===== src/rtl/instruction_fetch_stage_if.sv =====
// rtl/instruction_fetch_stage_if.sv - fetch-stage bundle: PC input, imem request/response channel, IF/ID outputs
interface instruction_fetch_stage_if;
   logic [31:0] PC;
   logic        FETCH_STALL;
   logic [31:0] IMEM_ADDR;
   logic        IMEM_REQ_VALID;
   logic        IMEM_REQ_READY;
   logic        IMEM_RESP_VALID;
   logic [31:0] IMEM_RESP_DATA;
   logic        STALL_DECODING_STAGE;
   logic        CLEAR_DECODING_STAGE;
   logic [31:0] INSTRUCTION;
   logic [31:0] PC_DECODING;
   logic        INSTRUCTION_VALID;

   modport master (
      input  PC,
      input  IMEM_REQ_READY,
      input  IMEM_RESP_VALID,
      input  IMEM_RESP_DATA,
      input  STALL_DECODING_STAGE,
      input  CLEAR_DECODING_STAGE,
      output FETCH_STALL,
      output IMEM_ADDR,
      output IMEM_REQ_VALID,
      output INSTRUCTION,
      output PC_DECODING,
      output INSTRUCTION_VALID
   );

   modport slave (
      output PC,
      output IMEM_REQ_READY,
      output IMEM_RESP_VALID,
      output IMEM_RESP_DATA,
      output STALL_DECODING_STAGE,
      output CLEAR_DECODING_STAGE,
      input  FETCH_STALL,
      input  IMEM_ADDR,
      input  IMEM_REQ_VALID,
      input  INSTRUCTION,
      input  PC_DECODING,
      input  INSTRUCTION_VALID
   );
endinterface


===== src/rtl/instruction_fetch_stage.sv =====
// rtl/instruction_fetch_stage.sv - in-order instruction fetch with tag FIFO, fetch buffer, epoch flush and IF/ID register
module instruction_fetch_stage #(
   parameter int unsigned BUFFER_DEPTH    = 2,
   parameter logic [31:0] NOP_INSTRUCTION = 32'h00000013
) (
   input  logic CLK,
   input  logic RST,
   instruction_fetch_stage_if.master bus
);
   localparam logic HIGH = 1'b1;
   localparam logic LOW  = 1'b0;
   localparam int unsigned PW = $clog2(BUFFER_DEPTH);
   localparam int unsigned CW = PW + 2;
   localparam logic [CW-1:0] DEPTH_C  = CW'(BUFFER_DEPTH);
   localparam logic [CW-1:0] CNT_ONE  = CW'(1);
   localparam logic [PW-1:0] PTR_ONE  = PW'(1);

   typedef struct packed {
      logic [31:0] pc;
      logic        epoch;
   } tag_t;

   typedef struct packed {
      logic [31:0] pc;
      logic [31:0] instr;
   } fbuf_t;

   tag_t          tag_mem_q [BUFFER_DEPTH];
   tag_t          tag_mem_d [BUFFER_DEPTH];
   logic [PW-1:0] tag_wr_ptr_q, tag_wr_ptr_d;
   logic [PW-1:0] tag_rd_ptr_q, tag_rd_ptr_d;
   logic [CW-1:0] outstanding_q, outstanding_d;

   fbuf_t         buf_mem_q [BUFFER_DEPTH];
   fbuf_t         buf_mem_d [BUFFER_DEPTH];
   logic [PW-1:0] buf_wr_ptr_q, buf_wr_ptr_d;
   logic [PW-1:0] buf_rd_ptr_q, buf_rd_ptr_d;
   logic [CW-1:0] buf_count_q, buf_count_d;

   logic          epoch_q, epoch_d;
   logic [31:0]   instr_q, instr_d;
   logic [31:0]   pc_dec_q, pc_dec_d;
   logic          valid_q, valid_d;

   logic [CW-1:0] in_use;
   logic          req_valid;
   logic          accept;
   logic          resp_fire;
   logic          resp_live;
   logic          buf_push;
   logic          buf_pop;
   tag_t          tag_head;
   fbuf_t         buf_head;

   // Slots are reserved at request time, so an accepted fetch always finds buffer room.
   always_comb begin
      in_use    = outstanding_q + buf_count_q;
      req_valid = !RST && !bus.CLEAR_DECODING_STAGE && (in_use < DEPTH_C);
      accept    = req_valid && bus.IMEM_REQ_READY;
      tag_head  = tag_mem_q[tag_rd_ptr_q];
      buf_head  = buf_mem_q[buf_rd_ptr_q];
      resp_fire = bus.IMEM_RESP_VALID && (outstanding_q != '0);
      resp_live = resp_fire && (tag_head.epoch == epoch_q) && !bus.CLEAR_DECODING_STAGE;
   end

   assign bus.IMEM_REQ_VALID    = req_valid;
   assign bus.IMEM_ADDR         = bus.PC;
   assign bus.FETCH_STALL       = !accept;
   assign bus.INSTRUCTION       = instr_q;
   assign bus.PC_DECODING       = pc_dec_q;
   assign bus.INSTRUCTION_VALID = valid_q;

   always_comb begin
      tag_mem_d     = tag_mem_q;
      tag_wr_ptr_d  = tag_wr_ptr_q;
      tag_rd_ptr_d  = tag_rd_ptr_q;
      outstanding_d = outstanding_q;
      buf_mem_d     = buf_mem_q;
      buf_wr_ptr_d  = buf_wr_ptr_q;
      buf_rd_ptr_d  = buf_rd_ptr_q;
      buf_count_d   = buf_count_q;
      epoch_d       = epoch_q;
      instr_d       = instr_q;
      pc_dec_d      = pc_dec_q;
      valid_d       = valid_q;
      buf_push      = LOW;
      buf_pop       = LOW;

      if (accept) begin
         tag_mem_d[tag_wr_ptr_q] = '{pc: bus.PC, epoch: epoch_q};
         tag_wr_ptr_d            = tag_wr_ptr_q + PTR_ONE;
      end
      if (resp_fire) begin
         tag_rd_ptr_d = tag_rd_ptr_q + PTR_ONE;
      end
      outstanding_d = outstanding_q + (accept ? CNT_ONE : '0) - (resp_fire ? CNT_ONE : '0);

      // Buffered instructions are older than any live response, so they drain first.
      if (bus.CLEAR_DECODING_STAGE) begin
         epoch_d  = !epoch_q;
         instr_d  = NOP_INSTRUCTION;
         pc_dec_d = '0;
         valid_d  = LOW;
      end else if (bus.STALL_DECODING_STAGE) begin
         buf_push = resp_live;
      end else if (buf_count_q != '0) begin
         instr_d  = buf_head.instr;
         pc_dec_d = buf_head.pc;
         valid_d  = HIGH;
         buf_pop  = HIGH;
         buf_push = resp_live;
      end else if (resp_live) begin
         instr_d  = bus.IMEM_RESP_DATA;
         pc_dec_d = tag_head.pc;
         valid_d  = HIGH;
      end else begin
         instr_d  = NOP_INSTRUCTION;
         pc_dec_d = '0;
         valid_d  = LOW;
      end

      if (buf_push) begin
         buf_mem_d[buf_wr_ptr_q] = '{pc: tag_head.pc, instr: bus.IMEM_RESP_DATA};
         buf_wr_ptr_d            = buf_wr_ptr_q + PTR_ONE;
      end
      if (buf_pop) begin
         buf_rd_ptr_d = buf_rd_ptr_q + PTR_ONE;
      end
      buf_count_d = buf_count_q + (buf_push ? CNT_ONE : '0) - (buf_pop ? CNT_ONE : '0);

      if (bus.CLEAR_DECODING_STAGE) begin
         buf_count_d  = '0;
         buf_wr_ptr_d = '0;
         buf_rd_ptr_d = '0;
      end
   end

   always_ff @(posedge CLK or posedge RST) begin
      if (RST) begin
         tag_mem_q     <= '{default: '0};
         tag_wr_ptr_q  <= '0;
         tag_rd_ptr_q  <= '0;
         outstanding_q <= '0;
         buf_mem_q     <= '{default: '0};
         buf_wr_ptr_q  <= '0;
         buf_rd_ptr_q  <= '0;
         buf_count_q   <= '0;
         epoch_q       <= LOW;
         instr_q       <= NOP_INSTRUCTION;
         pc_dec_q      <= '0;
         valid_q       <= LOW;
      end else begin
         tag_mem_q     <= tag_mem_d;
         tag_wr_ptr_q  <= tag_wr_ptr_d;
         tag_rd_ptr_q  <= tag_rd_ptr_d;
         outstanding_q <= outstanding_d;
         buf_mem_q     <= buf_mem_d;
         buf_wr_ptr_q  <= buf_wr_ptr_d;
         buf_rd_ptr_q  <= buf_rd_ptr_d;
         buf_count_q   <= buf_count_d;
         epoch_q       <= epoch_d;
         instr_q       <= instr_d;
         pc_dec_q      <= pc_dec_d;
         valid_q       <= valid_d;
      end
   end
endmodule


===== src/flat_wrapper.sv =====
// flat-port wrapper written by rule: the top's interface ports become plain ports
module instruction_fetch_stage_flat 
#(
   parameter int unsigned BUFFER_DEPTH    = 2,
   parameter logic [31:0] NOP_INSTRUCTION = 32'h00000013
)
  (CLK, RST, bus_PC, bus_IMEM_REQ_READY, bus_IMEM_RESP_VALID, bus_IMEM_RESP_DATA, bus_STALL_DECODING_STAGE, bus_CLEAR_DECODING_STAGE, bus_FETCH_STALL, bus_IMEM_ADDR, bus_IMEM_REQ_VALID, bus_INSTRUCTION, bus_PC_DECODING, bus_INSTRUCTION_VALID);
  instruction_fetch_stage_if bus_i ();
  input  logic CLK;
  input  logic RST;
  input wire logic [$bits(bus_i.PC)-1:0] bus_PC;
  input wire logic [$bits(bus_i.IMEM_REQ_READY)-1:0] bus_IMEM_REQ_READY;
  input wire logic [$bits(bus_i.IMEM_RESP_VALID)-1:0] bus_IMEM_RESP_VALID;
  input wire logic [$bits(bus_i.IMEM_RESP_DATA)-1:0] bus_IMEM_RESP_DATA;
  input wire logic [$bits(bus_i.STALL_DECODING_STAGE)-1:0] bus_STALL_DECODING_STAGE;
  input wire logic [$bits(bus_i.CLEAR_DECODING_STAGE)-1:0] bus_CLEAR_DECODING_STAGE;
  output wire logic [$bits(bus_i.FETCH_STALL)-1:0] bus_FETCH_STALL;
  output wire logic [$bits(bus_i.IMEM_ADDR)-1:0] bus_IMEM_ADDR;
  output wire logic [$bits(bus_i.IMEM_REQ_VALID)-1:0] bus_IMEM_REQ_VALID;
  output wire logic [$bits(bus_i.INSTRUCTION)-1:0] bus_INSTRUCTION;
  output wire logic [$bits(bus_i.PC_DECODING)-1:0] bus_PC_DECODING;
  output wire logic [$bits(bus_i.INSTRUCTION_VALID)-1:0] bus_INSTRUCTION_VALID;
  assign bus_i.PC = bus_PC;
  assign bus_i.IMEM_REQ_READY = bus_IMEM_REQ_READY;
  assign bus_i.IMEM_RESP_VALID = bus_IMEM_RESP_VALID;
  assign bus_i.IMEM_RESP_DATA = bus_IMEM_RESP_DATA;
  assign bus_i.STALL_DECODING_STAGE = bus_STALL_DECODING_STAGE;
  assign bus_i.CLEAR_DECODING_STAGE = bus_CLEAR_DECODING_STAGE;
  assign bus_FETCH_STALL = bus_i.FETCH_STALL;
  assign bus_IMEM_ADDR = bus_i.IMEM_ADDR;
  assign bus_IMEM_REQ_VALID = bus_i.IMEM_REQ_VALID;
  assign bus_INSTRUCTION = bus_i.INSTRUCTION;
  assign bus_PC_DECODING = bus_i.PC_DECODING;
  assign bus_INSTRUCTION_VALID = bus_i.INSTRUCTION_VALID;
  instruction_fetch_stage #(.BUFFER_DEPTH(BUFFER_DEPTH), .NOP_INSTRUCTION(NOP_INSTRUCTION)) u_core (.CLK(CLK), .RST(RST), .bus(bus_i));
endmodule

===== config.mk =====
export PLATFORM = sky130hd
export DESIGN_NAME = instruction_fetch_stage_flat
export DESIGN_NICKNAME = d
export VERILOG_FILES = /design/src/rtl/instruction_fetch_stage_if.sv /design/src/rtl/instruction_fetch_stage.sv /design/src/flat_wrapper.sv
export SDC_FILE = /design/constraint.sdc
export NUM_CORES = 1
export LEC_CHECK = 0
export ABC_CLOCK_PERIOD_IN_PS = 8300
export CAP_MARGIN = 15
export CORE_MARGIN = 3
export CORE_UTILIZATION = 50
export CTS_CLUSTER_DIAMETER = 80
export DETAILED_ROUTE_END_ITERATION = 10
export MAX_ROUTING_LAYER = met4
export PLACE_DENSITY = 0.77
export SETUP_SLACK_MARGIN = 0.3
export SLEW_MARGIN = 5
export SYNTH_ARGS = -nofsm -noshare
export SYNTH_HDL_FRONTEND = slang
export SYNTH_SLANG_ARGS = --single-unit

===== constraint.sdc =====
create_clock -name CLK -period 8.3 [get_ports CLK]
set_input_delay 1.245 -clock CLK [delete_from_list [all_inputs] [get_ports CLK]]
set_output_delay 1.245 -clock CLK [all_outputs]
set_load 0.02 [all_outputs]

-- After elaboration in Yosys (flattened, before gate mapping)
Cells that the tools add are included.
- logic and storage cells: 95
- register bits: 270
- add/sub/neg operators: 9
- eq/ne operators: 2
- magnitude comparators: 7
- reduce and logical (&&, ||, !) cells: 16
- multiplexer cells: 39
- bitwise logic cells: 4
- operators by type and width (operator ; number):
    two-way mux 32 bit ; 8
    two-way mux 64 bit ; 4
    two-way mux 33 bit ; 4
    bitwise mux 128 bit ; 1
    bitwise mux 66 bit ; 1
    demux 64 bit (select 1 bit) ; 1
    demux 33 bit (select 1 bit) ; 1
    two-way mux 1 bit ; 18
    adder 3 bit ; 3
    >= comparator 2 bit, second input constant ; 4
    logical AND 1 bit ; 8
    NOT 1 -> 2 bit ; 4
    nonzero test 3 bit ; 2
    subtractor 3 bit ; 2
    adder 1 bit, second input constant ; 4
    zero test 1 bit ; 4
    less-than comparator 2 x 1 -> 1 bit, second input constant ; 2
    nonzero test 2 bit ; 2
    less-than comparator 3 x 2 -> 1 bit, second input constant ; 1
    two-way mux 3 bit ; 1
    != test 2 x 1 -> 1 bit, second input constant ; 1
    == test 1 bit ; 1

-- Longest topological paths before layout
Gate-level depths: netlist of the first run.
- depth after elaboration: 14
- mapped depth: 12
- depth with buffers taken out: 9

-- Worst setup path before layout of the first run
OpenSTA, ideal clock, no wires.
- path type: input-to-output
- from: input port bus_CLEAR_DECODING_STAGE
- to: output port bus_IMEM_REQ_VALID
- arrival time: 1935 ps
- slack: 5120 ps
- cell stages on the path: 3
- path through: clkbuf_1 -> nor3b_1 -> and2_1
- word-level cells in the longest chain between the ends: 3
- RTL lines (element ; RTL line ; source):
    from (decl) ; flat_wrapper.sv:16 ; input wire logic [$bits(bus_i.CLEAR_DECODING_STAGE)-1:0] bus_CLEAR_DECODING_STAGE;
    zero test 1 bit ; instruction_fetch_stage.sv:58 ; req_valid = !RST && !bus.CLEAR_DECODING_STAGE && (in_use < DEPTH_C);
    logical AND 1 bit (2 in a row) ; instruction_fetch_stage.sv:58 ;
    to (decl) ; flat_wrapper.sv:19 ; output wire logic [$bits(bus_i.IMEM_REQ_VALID)-1:0] bus_IMEM_REQ_VALID;
No other way between the ends.

-- Worst setup path in the final report of the first run
- from: input port bus_CLEAR_DECODING_STAGE
- to: output port bus_FETCH_STALL
- word-level cells in the longest chain between the ends: 5
- RTL lines (element ; RTL line ; source):
    zero test 1 bit ; instruction_fetch_stage.sv:58 ;
    logical AND 1 bit (2 in a row) ; instruction_fetch_stage.sv:58 ;
    logical AND 1 bit ; instruction_fetch_stage.sv:59 ; accept = req_valid && bus.IMEM_REQ_READY;
    zero test 1 bit ; instruction_fetch_stage.sv:68 ; assign bus.FETCH_STALL = !accept;
    to (decl) ; flat_wrapper.sv:17 ; output wire logic [$bits(bus_i.FETCH_STALL)-1:0] bus_FETCH_STALL;
No other way between the ends.

==> results of run 1 <==
report_power, final:
group,internal (mW),leakage [nW],total (mW),switching [mW]
logic,1.03,2.71,1.91,0.882
clock network,0.789,0.497,1.31,0.521
registers,1.85,3.55,2.21,0.358
cell families after synthesis:
logic type | Yosys count
compound gates | 132
xor+xnor | 8
fa+ha+maj | 7
buf+inv | 106
flops | 270
mux | 292
simple gates | 158
layout make-up:
type / instances / area, sq um
clock buffer: 39 / 823
clock inverter: 15 / 160
fill: 1850 / 8930
inverter: 12 / 48.8
multi-input combinational: 597 / 4990
sequential: 270 / 6770
tap: 319 / 399
timing repair buffer: 180 / 1780
critical path, delay by kind of cell:
kind | cells | cell delay, ns
and+or+nand+nor | 2 | 0.69
buffers and inverters | 2 | 1.32
cell usage in the layout (no fill, tap or decap), types with 2 or more instances in the layout:
| cell type | synthesis | final |
|---|---|---|
| xor2_1 | 3 | 3 |
| clkbuf_16 | 0 | 29 |
| clkbuf_1 | 34 | 4 |
| dfrtp_1 | 267 | 265 |
| o21ai_0 | 62 | 62 |
| mux2_4 | 60 | 60 |
| ha_1 | 4 | 4 |
| mux2i_1 | 65 | 65 |
| dfstp_2 | 3 | 3 |
| a21oi_1 | 68 | 68 |
| nor2_4 | 0 | 2 |
| nand3_2 | 0 | 2 |
| bufinv_16 | 0 | 3 |
| nor2_1 | 72 | 70 |
| xnor2_1 | 4 | 4 |
| mux2_2 | 166 | 166 |
| inv_1 | 12 | 11 |
| buf_4 | 32 | 11 |
| fa_1 | 3 | 3 |
| clkinv_2 | 0 | 10 |
| nor4_1 | 3 | 3 |
| clkdlybuf4s50_1 | 0 | 168 |
| nand2_1 | 67 | 67 |
| clkbuf_8 | 0 | 6 |
| nand2b_1 | 2 | 2 |
flip-flops by register name, summed over array words and instances, names as in the netlist:
| name | flops |
|---|---|
| u_core.bus.INSTRUCTION_VALID | 1 |
| u_core.outstanding_q | 3 |
| u_core.bus.PC_DECODING | 32 |
| u_core.tag_rd_ptr_q | 1 |
| u_core.bus.INSTRUCTION | 32 |
| u_core.buf_wr_ptr_q | 1 |
| u_core.buf_count_q | 3 |
| u_core.epoch_q | 1 |
| u_core.buf_mem_q | 128 |
| u_core.tag_mem_q | 66 |
| u_core.buf_rd_ptr_q | 1 |
| u_core.tag_wr_ptr_q | 1 |
routing by layer:
| layer | track usage [%] | vias up | routed length (um) |
|---|---|---|---|
| li1 | - | 3571 | - |
| met5 | - | - | 0 |
| met4 | 3.61 | 0 | 340 |
| met1 | 26.6 | 3895 | 11600 |
| met3 | 2.87 | 28 | 980 |
| met2 | 33.9 | 144 | 12700 |
worst min-delay path by stage:
stage	from	endpoint	slack, ns	depth (start not counted)
CTS	u_core.bus.INSTRUCTION_VALID$_DFFE_PP0P_	u_core.bus.INSTRUCTION_VALID$_DFFE_PP0P_	0.48	2
floorplan	u_core.tag_wr_ptr_q$_DFFE_PP0N_	u_core.tag_wr_ptr_q$_DFFE_PP0N_	0.45	2
global placement	u_core.bus.INSTRUCTION_VALID$_DFFE_PP0P_	u_core.bus.INSTRUCTION_VALID$_DFFE_PP0P_	0.46	2
global route	u_core.bus.INSTRUCTION_VALID$_DFFE_PP0P_	u_core.bus.INSTRUCTION_VALID$_DFFE_PP0P_	0.50	2
detailed placement	u_core.bus.INSTRUCTION_VALID$_DFFE_PP0P_	u_core.bus.INSTRUCTION_VALID$_DFFE_PP0P_	0.47	2
finish	u_core.bus.INSTRUCTION[11]$_DFFE_PP0P_	u_core.bus.INSTRUCTION[11]$_DFFE_PP0P_	0.48	2
==> metrics.txt, run 1 <==
status=completed; first-pass GRT wire length=roughly 42,000 um; synth cell count leaders=dfrtp_1 (267), mux2_2 (166), nor2_1 (72); Worst slew margin=32.5%; Chip Height=between 150 and 200 um; WL final=between 20,000 and 30,000 um; Tcrit/Tclk final=54.3%; total power=5.43 mW; Syn Inst Count=a little under 1,000; R2R Setup Slk=about 4.7 ns; Vias/cell=5.33; Critical Path Source=bus_CLEAR_DECODING_STAGE; post-placement cell area=0.0140 sq mm; number of DRC markers in iteration 0=350; top cell type's share of synthesized area=a little over half; Power per Cell Area=roughly 360 mW/mm^2; Die Span X=roughly 160 um; Skew-Pair Late Insertion Delay=0.55 ns; number of gates resized after CTS=0; Tmin final=around 4.5 ns; skew final=around 0.02 ns; proportion of layout cells with a drive suffix above 1=between 20% and 30%; placed cell count=between 1,000 and 1,500; vias in the first global route=8,197; post-place setup slack=~3.8 ns; Slew @ Worst Pin=about 1 ns; CORE AREA=approximately 0.024 sq mm; ANT nets after route=0; Remaining Overflow, GRT=0; setup TNS=0 ns; Final Hold Fails=0; 1st-pass router iterations=4; compound-cell area share of the yosys netlist=about 5.4%; DRC=0; R2R cell count=5; Synth Area in XOR/XNOR=less than 1%; post-layout util=62.6%; register area share after synthesis=between 50 and 60%; count leader, synth=dfrtp_1; Synth-to-Final Area Change=21.1%; htree depth=1; Simple-Gate Fraction of Synth Area=under 10%; boundary pin count=roughly 170; post-route design area=0.0150 sq mm; EDFF count, synth=0; CP Cell Sequence=clkdlybuf4s50_1 > nor3b_1 > nand3_1 > clkdlybuf4s50_1; largest family of logic cells by synthesized area=multiplexers; input/output buffers=between 150 and 200; cell accounting for the most synthesized area=dfrtp_1; Yosys cell types=36; Die Area=around 0.027 sq mm; syn nets=between 1,000 and 1,500; Max Clock Freq=approximately 220 MHz; all-layer global routing usage=20.1%; Ant. Diodes=0; FP Rows=between 50 and 60; Final nets=about 1,200; synthesized area per cell=12.7 sq um; Wirelength per Cell=about 18 um; Crit path largest cell delay=around 0.71 ns; Via Count=between 7,000 and 8,000; slowest CP cell=clkdlybuf4s50_1; ys flop type=dfrtp_1; post-synthesis mux area share=27.9%; Critical Path Start Type=primary input; clock-pin slew on the worst setup and hold paths=approximately 0.060 ns; max cap viols=0; Post-Syn Area=0.0124 sq mm; Root Buffer=clkbuf_16; Worst setup EP type=primary output; yosys warns=0; CTS tree=built; Critical Path RT=7.05 ns; cts hold-fix bufs=0; Crit Path Category=in -> out; crit path DAT=about 3.3 ns; largest net degree at the start of global routing=~150; # clock sinks=270; Crit Path Max Fanout=13; Post-DP HPWL=15,800 um; Num CTS Buffers=29; initial antenna violation count=0; synth top area cells=dfrtp_1 (54%), mux2_2 (15%), mux2_4 (7.3%), mux2i_1 (5.3%), a21oi_1 (2.8%); Placer Congestion=roughly 0.75; RR Startpoint=u_core.tag_rd_ptr_q$_DFFE_PP0N_; leakage=6.76 nW; Final WS setup=3.79 ns; peak supply drop=approximately 0.17 mV; worst hold-check path type=reg -> reg; RSZ-0062 raised after global routing=no; Fin Hold WS=0.476 ns; RR Endpoint=u_core.buf_mem_q[27]$_DFFE_PP0P_; Setup violations, final=0; crit path to=bus_FETCH_STALL; initial core utilization=between 50 and 60%; max-slew violations=0; Post-CTS Setup Repair Bufs=0; CP most frequent cell=clkdlybuf4s50_1; Synth Area in Adders=less than 1%; Max Buffers Root-to-Sink=3; FFs w/ async S/R, synth=100%; synthesized flop and latch total=between 200 and 300; fin cells=1,432
(Power assumes the default switching activity.)
==> run 2: changes to the inputs <==
- ABC_CLOCK_PERIOD_IN_PS: 8300 -> 4200
- CORE_UTILIZATION: 50 -> 55
- PLACE_DENSITY: 0.77 -> 0.8
- clock period: 8.3 -> 4.2 ns (I/O delays scaled with it)
==> run 2 against run 1 <==
Compared with the run above: first-iteration DRC count increased by 25%; routed wire length is 0.96% higher; clock skew decreased by 0.0053 ns; sequential cell count is the same; worst setup slack got worse by 3.0 ns; critical path depth rose by 1; combinational power grew 110%; clock power increased by 100%; total power up 100%.
==> metrics.txt, run 2 (synthesized netlist as in run 1, its figures left out) <==
Reg with most FFs=u_core.buf_mem_q; skew final=~0.014 ns; CP top delay family=simple AND/OR/NAND/NOR gates; Num CTS Buffers=28; CORE AREA=roughly 0.022 sq mm; cts hold-fix bufs=0; Final nets=1,171; max reg flops=128; Worst setup EP type=primary output; Skew-Pair Late Insertion Delay=~0.54 ns; setup TNS=0 ns; Critical Path RT=between 3 and 4 ns; first-pass GRT wire length=42,800 um; post-layout util=between 60% and 70%; Chip Height=about 160 um; peak supply drop=about 0.51 mV; Tcrit/Tclk final=between 80% and 90%; # clock sinks=270; Wirelength per Cell=between 15 and 20 um; Crit path largest cell delay=0.63 ns; proportion of layout cells with a drive suffix above 1=roughly 27%; Post-DP HPWL=between 15,000 and 20,000 um; CP Cell Sequence=nand2_1 > fa_1 > nor3b_1 > nand3_1 > clkdlybuf4s50_1; number of DRC markers in iteration 0=approximately 440; max-slew violations=0; commonest non-fill, non-tap cell in the layout=dfrtp_1; Crit Path Max Fanout=6; leakage=around 6.8 nW; top flop regs=u_core.buf_mem_q: 128 flops, u_core.tag_mem_q: 66 flops; Final Hold Fails=0; most frequent cells in the layout=dfrtp_1 (265), clkdlybuf4s50_1 (168), mux2_2 (166), nor2_1 (70), a21oi_1 (68); Post-CTS Setup Repair Bufs=0; Worst Path Buf+Inv=1; DRC=0; ANT nets after route=0; CTS tree=built; Remaining Overflow, GRT=0; Max Clock Freq=around 290 MHz; RSZ-0062 raised after global routing=no; number of gates resized after CTS=0; Slew @ Worst Pin=slightly below 1 ns; post-place setup slack=0.874 ns; post-route design area=around 0.015 sq mm; post-placement cell area=~0.014 sq mm; Power per Cell Area=724 mW/mm^2; Fin Hold WS=~0.47 ns; htree depth=1; Final WS setup=roughly 0.75 ns; vias in the first global route=between 8,000 and 9,000; clock-pin slew on the worst setup and hold paths=0.06 ns; worst hold-check path type=reg -> reg; Vias/cell=5.52; Max Buffers Root-to-Sink=3; Worst slew margin=34.0%; crit path DAT=roughly 2.8 ns; max cap viols=0; WL final=25,900 um; Setup violations, final=0; Root Buffer=clkbuf_16; initial antenna violation count=0; Placer Congestion=0.751; boundary pin count=169; Tmin final=3.45 ns; largest net degree at the start of global routing=~110; initial core utilization=56.3%; all-layer global routing usage=22.2%; Synth-to-Final Area Change=21.6%; slowest CP cell=clkdlybuf4s50_1; Crit Path Category=reg -> out; status=completed; Die Span X=around 160 um; Critical Path Start Type=flip-flop; input/output buffers=between 150 and 200; 1st-pass router iterations=4; Via Count=approximately 7,700; FP Rows=54; Die Area=approximately 0.024 sq mm
-- run 2: changes by cell type in the layout (fill, tap and decap cells not counted), sizes merged --
cell / delta
buf: +5
bufinv: +1
clkbuf: +1
clkinv: -5
clkinvlp: +3
diode: +1
inv: -2
-- run 2: through the flow --
step | total power [mW] | instances
3_3_place_gp | 8.07 | 1344
3_5_place_dp | 8.22 | 1344
4_1_cts | 11.0 | 1396
6_report | 10.9 | 1397
2_1_floorplan | 7.13 | 973
5_1_grt | 11.6 | 1396
-- run 2: worst paths after layout --
check	start	endpoint	slack (ns)	depth (start not counted)
max	u_core.buf_count_q[0]$_DFF_PP0_	bus_FETCH_STALL	0.75	5
min	u_core.bus.INSTRUCTION[7]$_DFFE_PP0P_	u_core.bus.INSTRUCTION[7]$_DFFE_PP0P_	0.47	2
max in group asynchronous	RST	u_core.bus.PC_DECODING[21]$_DFFE_PP0P_	2.65	3
min in group asynchronous	RST	u_core.buf_mem_q[17]$_DFFE_PP0P_	0.61	2
max reg2reg	u_core.buf_count_q[0]$_DFF_PP0_	u_core.tag_mem_q[22]$_DFFE_PP0P_	1.29	7
min reg2reg	u_core.bus.INSTRUCTION[7]$_DFFE_PP0P_	u_core.bus.INSTRUCTION[7]$_DFFE_PP0P_	0.47	2
-- run 2: layout make-up --
class                      count  area [sq um]
inverter                      12          48.8
antenna                        1          2.50
sequential                   270          6770
clock inverter                12           171
multi-input combinational    597          4990
fill                        1576          6940
tap                          280           350
clock buffer                  40           847
timing repair buffer         185          1850
-- run 2: per-layer routing --
layer  global-route usage [%]  vias to the layer above  part of all wire (%)
li1                         -                     3600                     -
met2                     35.5                      157                    49
met3                     3.30                       23                   4.5
met5                        -                        -                     0
met4                     4.67                        0                   1.4
met1                     30.5                     3929                    45
-- run 2: report_power, final --
part	total (mW)	switching (mW)	internal (mW)
Sequential	4.24	0.582	3.65
Combinational	3.97	1.92	2.05
Clock	2.67	1.02	1.65
-- run 2: worst register-to-register path, cell delays in order, from the launching register on --
cell and delay (ns):
dfrtp_1 0.45, nand2_1 0.11, fa_1 0.55, nor3b_1 0.29
nand3_1 0.28, nor2_4 0.51, buf_12 0.26, mux2_2 0.36
